==> src/rtl/audio_pkg.sv <==
// Shared types and constants for the codec audio capture path.
`timescale 1ns/1ps
package audio_pkg;

    localparam int AUDIO_DATA_WIDTH_DEFAULT = 16;
    localparam int SYNC_STAGES              = 2;

    typedef enum logic [1:0] {
        IDLE  = 2'd0,
        DELAY = 2'd1,
        SHIFT = 2'd2,
        WAIT  = 2'd3
    } i2s_rx_state_t;

endpackage

==> src/rtl/audio_sample_fifo.sv <==
// Synchronous frame FIFO with registered head-of-queue output and occupancy level.
`timescale 1ns/1ps
module audio_sample_fifo #(
    parameter int WIDTH = 32,
    parameter int DEPTH = 8
) (
    input  logic                   clk,
    input  logic                   rst_n,
    input  logic                   i_push,
    input  logic [WIDTH-1:0]       i_din,
    input  logic                   i_pop,
    output logic [WIDTH-1:0]       o_dout,
    output logic                   o_valid,
    output logic                   o_full,
    output logic [$clog2(DEPTH):0] o_level
);

    localparam int PTR_W = $clog2(DEPTH);
    localparam int LVL_W = PTR_W + 1;

    logic [WIDTH-1:0] r_mem [DEPTH];
    logic [PTR_W-1:0] r_wr_ptr;
    logic [PTR_W-1:0] r_rd_ptr;
    logic [PTR_W-1:0] w_rd_ptr_n;
    logic [LVL_W-1:0] r_count;
    logic [LVL_W-1:0] w_count_n;
    logic [WIDTH-1:0] r_dout;
    logic [WIDTH-1:0] w_dout_n;
    logic             r_valid;
    logic             w_wr;
    logic             w_rd;

    assign o_full  = (r_count == LVL_W'(DEPTH));
    assign o_dout  = r_dout;
    assign o_valid = r_valid;
    assign o_level = r_count;

    // Next-state decode; a push into a full FIFO is only taken alongside a pop.
    always_comb begin
        w_rd       = i_pop & r_valid;
        w_wr       = i_push & (~o_full | w_rd);
        w_rd_ptr_n = r_rd_ptr + PTR_W'(w_rd);
        w_count_n  = r_count + LVL_W'(w_wr) - LVL_W'(w_rd);
        if (w_count_n == '0) begin
            w_dout_n = r_dout;
        end else if (w_wr && (w_rd_ptr_n == r_wr_ptr)) begin
            w_dout_n = i_din;
        end else begin
            w_dout_n = r_mem[w_rd_ptr_n];
        end
    end

    // Storage array.
    always_ff @(posedge clk or negedge rst_n) begin
        if (!rst_n) begin
            for (int i = 0; i < DEPTH; i++) begin
                r_mem[i] <= '0;
            end
        end else if (w_wr) begin
            r_mem[r_wr_ptr] <= i_din;
        end
    end

    // Pointers, level and registered output beat.
    always_ff @(posedge clk or negedge rst_n) begin
        if (!rst_n) begin
            r_wr_ptr <= '0;
            r_rd_ptr <= '0;
            r_count  <= '0;
            r_dout   <= '0;
            r_valid  <= 1'b0;
        end else begin
            r_wr_ptr <= r_wr_ptr + PTR_W'(w_wr);
            r_rd_ptr <= w_rd_ptr_n;
            r_count  <= w_count_n;
            r_dout   <= w_dout_n;
            r_valid  <= (w_count_n != '0);
        end
    end

endmodule

==> src/rtl/i2s_adc_rx.sv <==
// I2S capture from the codec ADC: synchronizes the serial pins, assembles
// left/right pairs and queues them as an Avalon-ST source.
`timescale 1ns/1ps
module i2s_adc_rx
    import audio_pkg::*;
#(
    parameter int DATA_WIDTH = AUDIO_DATA_WIDTH_DEFAULT,
    parameter int FIFO_DEPTH = 8
) (
    input  logic                        clk_clk,
    input  logic                        reset_reset_n,
    input  logic                        audio_BCLK,
    input  logic                        audio_ADCLRCK,
    input  logic                        audio_ADCDAT,
    input  logic                        enable,
    output logic [2*DATA_WIDTH-1:0]     sample_data,
    output logic                        sample_valid,
    input  logic                        sample_ready,
    output logic [$clog2(FIFO_DEPTH):0] fill_level,
    output logic                        overflow,
    input  logic                        overflow_clear
);

    localparam int CNT_W = $clog2(DATA_WIDTH + 1);
    localparam int SM    = SYNC_STAGES - 1;

    logic [SYNC_STAGES-1:0]  r_bclk_sync;
    logic [SYNC_STAGES-1:0]  r_lrck_sync;
    logic [SYNC_STAGES-1:0]  r_dat_sync;
    logic                    r_bclk_d;
    logic                    r_lrck_d;
    logic                    r_bclk_rise;
    logic                    r_lrck_fall;
    logic                    r_lrck_edge;
    logic                    r_dat;

    i2s_rx_state_t           r_state;
    logic [CNT_W-1:0]        r_cnt;
    logic [DATA_WIDTH-1:0]   r_shift;
    logic [DATA_WIDTH-1:0]   r_left;
    logic                    r_chan;
    logic                    r_push;
    logic [2*DATA_WIDTH-1:0] r_push_data;
    logic                    r_overflow;

    logic [DATA_WIDTH-1:0]   w_shift_in;
    logic [DATA_WIDTH-1:0]   w_word;
    logic                    w_latch;
    logic                    w_pop;
    logic                    w_full;
    logic                    w_drop;

    // A short word keeps its received bits in the MSBs, zero-filled below.
    function automatic logic [DATA_WIDTH-1:0] left_align(input logic [DATA_WIDTH-1:0] word,
                                                         input logic [CNT_W-1:0]      n);
        logic [CNT_W-1:0] pad;
        pad = CNT_W'(DATA_WIDTH) - n;
        return word << pad;
    endfunction

    // Pin synchronizers plus the edge-detect stage; r_lrck_d is the new LRCK level
    // in the same cycle its edge pulse is high.
    always_ff @(posedge clk_clk or negedge reset_reset_n) begin
        if (!reset_reset_n) begin
            r_bclk_sync <= '0;
            r_lrck_sync <= '0;
            r_dat_sync  <= '0;
            r_bclk_d    <= 1'b0;
            r_lrck_d    <= 1'b0;
            r_bclk_rise <= 1'b0;
            r_lrck_fall <= 1'b0;
            r_lrck_edge <= 1'b0;
            r_dat       <= 1'b0;
        end else begin
            r_bclk_sync <= {r_bclk_sync[SYNC_STAGES-2:0], audio_BCLK};
            r_lrck_sync <= {r_lrck_sync[SYNC_STAGES-2:0], audio_ADCLRCK};
            r_dat_sync  <= {r_dat_sync[SYNC_STAGES-2:0], audio_ADCDAT};
            r_bclk_d    <= r_bclk_sync[SM];
            r_lrck_d    <= r_lrck_sync[SM];
            r_bclk_rise <= r_bclk_sync[SM] & ~r_bclk_d;
            r_lrck_fall <= ~r_lrck_sync[SM] & r_lrck_d;
            r_lrck_edge <= r_lrck_sync[SM] ^ r_lrck_d;
            r_dat       <= r_dat_sync[SM];
        end
    end

    // Word completion: either the last bit arrives or LRCK cuts the channel short.
    always_comb begin
        w_shift_in = {r_shift[DATA_WIDTH-2:0], r_dat};
        w_latch    = 1'b0;
        w_word     = '0;
        if (r_state == SHIFT) begin
            if (r_lrck_edge) begin
                w_latch = 1'b1;
                w_word  = left_align(r_shift, r_cnt);
            end else if (r_bclk_rise && (r_cnt == CNT_W'(DATA_WIDTH - 1))) begin
                w_latch = 1'b1;
                w_word  = w_shift_in;
            end else begin
                w_latch = 1'b0;
            end
        end else begin
            w_latch = 1'b0;
        end
    end

    // Capture FSM and channel latches.
    always_ff @(posedge clk_clk or negedge reset_reset_n) begin
        if (!reset_reset_n) begin
            r_state     <= IDLE;
            r_cnt       <= '0;
            r_shift     <= '0;
            r_left      <= '0;
            r_chan      <= 1'b0;
            r_push      <= 1'b0;
            r_push_data <= '0;
        end else if (!enable) begin
            r_state     <= IDLE;
            r_cnt       <= '0;
            r_shift     <= '0;
            r_left      <= '0;
            r_chan      <= 1'b0;
            r_push      <= 1'b0;
            r_push_data <= '0;
        end else begin
            r_push <= 1'b0;
            if (w_latch) begin
                if (!r_chan) begin
                    r_left <= w_word;
                end else begin
                    r_push      <= 1'b1;
                    r_push_data <= {r_left, w_word};
                end
            end
            case (r_state)
                IDLE: begin
                    if (r_lrck_fall) begin
                        r_state <= DELAY;
                        r_chan  <= 1'b0;
                        r_cnt   <= '0;
                        r_shift <= '0;
                    end
                end
                DELAY: begin
                    if (r_lrck_edge) begin
                        r_chan <= r_lrck_d;
                    end else if (r_bclk_rise) begin
                        r_state <= SHIFT;
                        r_cnt   <= '0;
                        r_shift <= '0;
                    end
                end
                SHIFT: begin
                    if (r_lrck_edge) begin
                        r_state <= DELAY;
                        r_chan  <= r_lrck_d;
                    end else if (r_bclk_rise) begin
                        r_shift <= w_shift_in;
                        r_cnt   <= r_cnt + CNT_W'(1);
                        if (r_cnt == CNT_W'(DATA_WIDTH - 1)) begin
                            r_state <= WAIT;
                        end
                    end
                end
                WAIT: begin
                    if (r_lrck_edge) begin
                        r_state <= DELAY;
                        r_chan  <= r_lrck_d;
                    end
                end
                default: begin
                    r_state <= IDLE;
                end
            endcase
        end
    end

    assign w_pop  = sample_valid & sample_ready;
    assign w_drop = r_push & w_full & ~w_pop;

    // Sticky drop flag; a new drop outranks a same-cycle clear.
    always_ff @(posedge clk_clk or negedge reset_reset_n) begin
        if (!reset_reset_n) begin
            r_overflow <= 1'b0;
        end else if (w_drop) begin
            r_overflow <= 1'b1;
        end else if (overflow_clear) begin
            r_overflow <= 1'b0;
        end
    end

    assign overflow = r_overflow;

    audio_sample_fifo #(
        .WIDTH (2 * DATA_WIDTH),
        .DEPTH (FIFO_DEPTH)
    ) u_fifo (
        .clk     (clk_clk),
        .rst_n   (reset_reset_n),
        .i_push  (r_push),
        .i_din   (r_push_data),
        .i_pop   (w_pop),
        .o_dout  (sample_data),
        .o_valid (sample_valid),
        .o_full  (w_full),
        .o_level (fill_level)
    );

endmodule

==> config.mk <==
export PLATFORM = sky130hd
export DESIGN_NAME = i2s_adc_rx
export DESIGN_NICKNAME = d
export VERILOG_FILES = /design/src/rtl/audio_pkg.sv /design/src/rtl/audio_sample_fifo.sv /design/src/rtl/i2s_adc_rx.sv
export SDC_FILE = /design/constraint.sdc
export NUM_CORES = 1
export LEC_CHECK = 0
export CAP_MARGIN = 20
export CORE_ASPECT_RATIO = 0.9
export CORE_MARGIN = 10
export CORE_UTILIZATION = 43
export CTS_BUF_LIST = sky130_fd_sc_hd__clkbuf_4
export DETAILED_ROUTE_END_ITERATION = 10
export GPL_TIMING_DRIVEN = 0
export PLACE_DENSITY = 0.6
export SYNTH_ARGS = -nofsm -noshare
export SYNTH_HDL_FRONTEND = slang
export SYNTH_SLANG_ARGS = --single-unit
==> constraint.sdc <==
create_clock -name clk_clk -period 4.65 [get_ports clk_clk]
set_input_delay 0.93 -clock clk_clk [delete_from_list [all_inputs] [get_ports clk_clk]]
set_output_delay 0.93 -clock clk_clk [all_outputs]
set_load 0.01 [all_outputs]
==> results_dict.tcl <==
set metrics [dict create \
    postCtsSetupBuffers 0 \
    area_overhead_vs_synth_pct 14.13 \
    initial_core_util_pct 43.30 \
    clock_tree_from_tritoncts "yes" \
    synthesis.instances 1328 \
    die_w_um 235.9 \
    cts_root_buffer "clkbuf_4" \
    finalNetCount 1508 \
    rsz0062_at_grt "no" \
    grt_pass1_wl_mm 70.93 \
    power_switching_mw 2.792 \
    synthFlopType "dfrtp_1" \
    yosys.area.top_type "dfrtp_1" \
    mappedNetlistNets 1354 \
    final_min_period_over_clock_period_pct 80.80 \
    placement.cell_area_mm2 0.01926 \
    sw_frac_of_total_pct 32.62 \
    worst_path_max_delay_cell "nor4_4" \
    post_synth_instance_area_mm2 0.01804 \
    wl_per_cell_um 20.92 \
    final_max_slew_viol_count 0 \
    run_status "finished clean" \
    critical_path_buf_inv_count 6 \
    ys_seq_elements 385 \
    cts_buffers 103 \
    grt_overflow_total 0 \
    synth-warning-count 0 \
    grt_pass1_vias 12190 \
    endpoint_type_of_the_worst_setup_path "flop" \
    io_buffers 45 \
    synth_area_per_cell_um2 13.59 \
    cts_hold_repair.buffers 0 \
    dp_hpwl_mm 29.27 \
    viasPerCell 5.481 \
    total_negative_slack_ps 0 \
    core_mm2 0.04166 \
    grt_start_max_net_pins 120 \
    drc 0 \
    synth_top_cells_by_count "dfrtp_1, mux2_2, nand2_1, mux4_2, a22o_1" \
    timing.max_slew.rel_slack_pct 27.07 \
    setup.worst_path.start_class "primary input" \
    power_leakage_nw 10.00 \
    async_reset_ff_share_pct 100.0 \
    clk_latency_ps 830 \
    num_vias 11540 \
    antenna_violating_nets_post_route 0 \
    post_synth_num_cell_types 60 \
    critical_path_required_ps 5340 \
    netlist.area_leader.share_pct 53.40 \
    clock_tree.htree_level_count 3 \
    top_count_cell_post_synth "dfrtp_1" \
    clock_skew_ps 77.52 \
    drtIter0Drc 797 \
    path_clk_slew_ps 70 \
    synth-edff-count 0 \
    worstPathMaxFanout 10 \
    quantity_of_gates_resized_following_cts 0 \
    critical-path-top-delay-family "buffers and inverters" \
    clock_sinks 385 \
    gr-usage-met3_pct 3.790 \
    antenna_found_initial 2 \
    pwr-share-clk_pct 35.1 \
    grt.busiest_layer "met2" \
    hold_viol_final 0 \
    gp_routability_congestion 0.8859 \
    routed_wl_mm 44.05 \
    post_synth_fa_ha_maj_area_fraction_pct 1.290 \
    max-clock-path-buffers 3 \
    crit_chain "clkdlybuf4s50_1, a211oi_1, a21bo_2, inv_1, ha_1, inv_1, fa_1, inv_1, nor4_4, inv_2, clkbuf_1, o21a_1, a22o_1" \
    yosys-top-cells-area "dfrtp_1, mux2_2, mux4_2" \
    power.share.sequential_pct 40.4 \
    post_synth_and_or_nand_nor_area_fraction_pct 5.451 \
    timing.fmax_mhz 266.2 \
    drt-pass1-iter-count 5 \
    timing.final.crit_period_ps 3757 \
    crit_path_frequent_cell "inv_1" \
    globalRouteMet1Util_pct 24.65 \
    post_synth_xor_area_fraction_pct 0.4785 \
    setup_violations 0 \
    hold_crit_class "primary input to asynchronous set/reset pin" \
    timing.critical_path.arrival_ps 4450 \
    final_layout_size_suffix_gt1_share_pct 35.84 \
    combinationalPowerShare_pct 24.6 \
    critical_path.max_stage_delay_ps 580 \
    io_pins 46 \
    use_met2_pct 26.68 \
    maxCapViolCount 0 \
    intPower_mw 5.766 \
    final_cell_area_mm2 0.02059 \
    main_combinational_cell_family_by_area_after_synthesis "multiplexers" \
    groute.usage.overall_pct 17.62 \
    pwr_density_mw_per_mm2 415.6 \
    core.rowCount 71 \
    die_area_mm2 0.05056 \
    synthesized_area_fraction_occupied_by_ao_oa_aoi_and_oai_cells_pct 7.802 \
    floorplan.die.height_um 214.3 \
    ir_worst_vdd_mv 0.3202 \
    criticalPathCategory "primary input to flop" \
    muxShareOfSynthArea_pct 28.04 \
    portion_of_the_post_synthesis_area_used_by_sequential_elements_pct 53.40 \
    worst_pin_slew_ps 1094 \
]
[flip-flops by register name (all words and copies together) (netlist names), 2 cells and up]
signal / flops
u_fifo.r_rd_ptr: 3
r_dat_sync: 2
u_fifo.r_mem: 256
r_shift: 16
r_push_data: 32
r_cnt: 5
r_left: 16
r_lrck_sync: 2
u_fifo.o_dout: 32
u_fifo.r_wr_ptr: 3
r_bclk_sync: 2
r_state: 2
u_fifo.o_level: 4
[through the flow]
| stage | util (%) | worst slack (ps) | power [mW] | cells | hold WS (ps) |
|---|---|---|---|---|---|
| after floorplan | - | 1390 | 4.933 | 1328 | 331.2 |
| after global placement | 46.03 | -14310 | 5.620 | 1920 | 334.2 |
| after detailed placement | 46.24 | 44.44 | 5.647 | 1923 | 336.2 |
| after CTS | 49.39 | 897.8 | 8.687 | 2103 | 40.41 |
| after global routing | 49.42 | 722.3 | 9.014 | 2106 | 55.74 |
| final | 49.42 | 893.0 | 8.558 | 2106 | 94.52 |
[placed cells by master (no fill, tap or decap), types with 7 or more instances in the layout]
cell / instances
a21oi_1: 15
a22o_1: 61
and3_1: 10
buf_1: 41
buf_2: 38
clkbuf_1: 40
clkbuf_4: 157
clkdlybuf4s50_1: 44
clkinv_1: 15
dfrtp_1: 385
ha_1: 17
inv_1: 19
mux2_1: 8
mux2_2: 249
mux2i_1: 43
mux4_2: 77
nand2_1: 97
nand3_1: 30
nor2_1: 25
o21a_1: 35
o21ai_0: 34
o31ai_1: 7
[final timing paths]
kind                                             start                            end  slack [ps]  cells after the start
setup / recovery                          sample_ready  u_fifo.o_dout[15]$_DFFE_PN0P_         890                     13
setup reg to reg           u_fifo.o_level[2]$_DFF_PN0_  u_fifo.o_dout[15]$_DFFE_PN0P_         980                     13
min in group clk_clk           r_dat_sync[1]$_DFF_PN0_                r_dat$_DFF_PN0_         350                      0
max in group asynchronous                reset_reset_n       r_bclk_sync[0]$_DFF_PN0_        3180                      3
hold / removal                           reset_reset_n   u_fifo.r_mem[60]$_DFFE_PN0P_          90                      1
hold reg to reg                r_dat_sync[1]$_DFF_PN0_                r_dat$_DFF_PN0_         350                      0
[worst reg2reg max path, stage by stage, from the launching register on]
cell	delay (ps)
dfrtp_1	350
inv_1	60
ha_1	220
a21bo_2	260
inv_1	200
ha_1	210
inv_1	60
fa_1	500
inv_1	80
nor4_4	580
inv_2	170
clkbuf_1	430
o21a_1	250
a22o_1	200
[final cells by class]
| cell class | instances | area, um^2 |
|---|---|---|
| diodes | 2 | 5.005 |
| plain buffers | 127 | 563.0 |
| clock buffers | 156 | 1171 |
| clock inverters | 24 | 143.9 |
| fillers | 3693 | 21070 |
| inverters | 20 | 75.07 |
| multi-input cells | 796 | 7769 |
| flip-flops and latches | 385 | 9634 |
| well taps | 547 | 684.4 |
| repair buffers | 49 | 545.5 |
[cell families (layout without fill, tap and decap cells)]
family                   after synthesis  count (layout)
other                                  0               2
AND/OR/NAND/NOR                      203             203
flip-flops                           385             385
XOR/XNOR                               9               9
multiplexers                         377             377
AO/OA/AOI/OAI                        189             189
buffers and inverters                147             376
adder cells (fa/ha/maj)               18              18
[power groups by stage]
stage               Combinational (mW)  Sequential, mW  Clock [mW]
detailed placement                2.13            3.52           0
CTS                               2.13            3.46        3.10
floorplan                         1.42            3.52           0
global placement                  2.10            3.52           0
global route                      2.27            3.46        3.28
finish                            2.10            3.45        3.00
[per-layer routing]
metal / part of all wire [%] / wire length (um)
met5: 0 / 0
met4: 2.2 / 951
met3: 4.7 / 2050
met2: 46 / 20060
met1: 48 / 20980
Note: power is estimated with default switching activity, not from simulation.
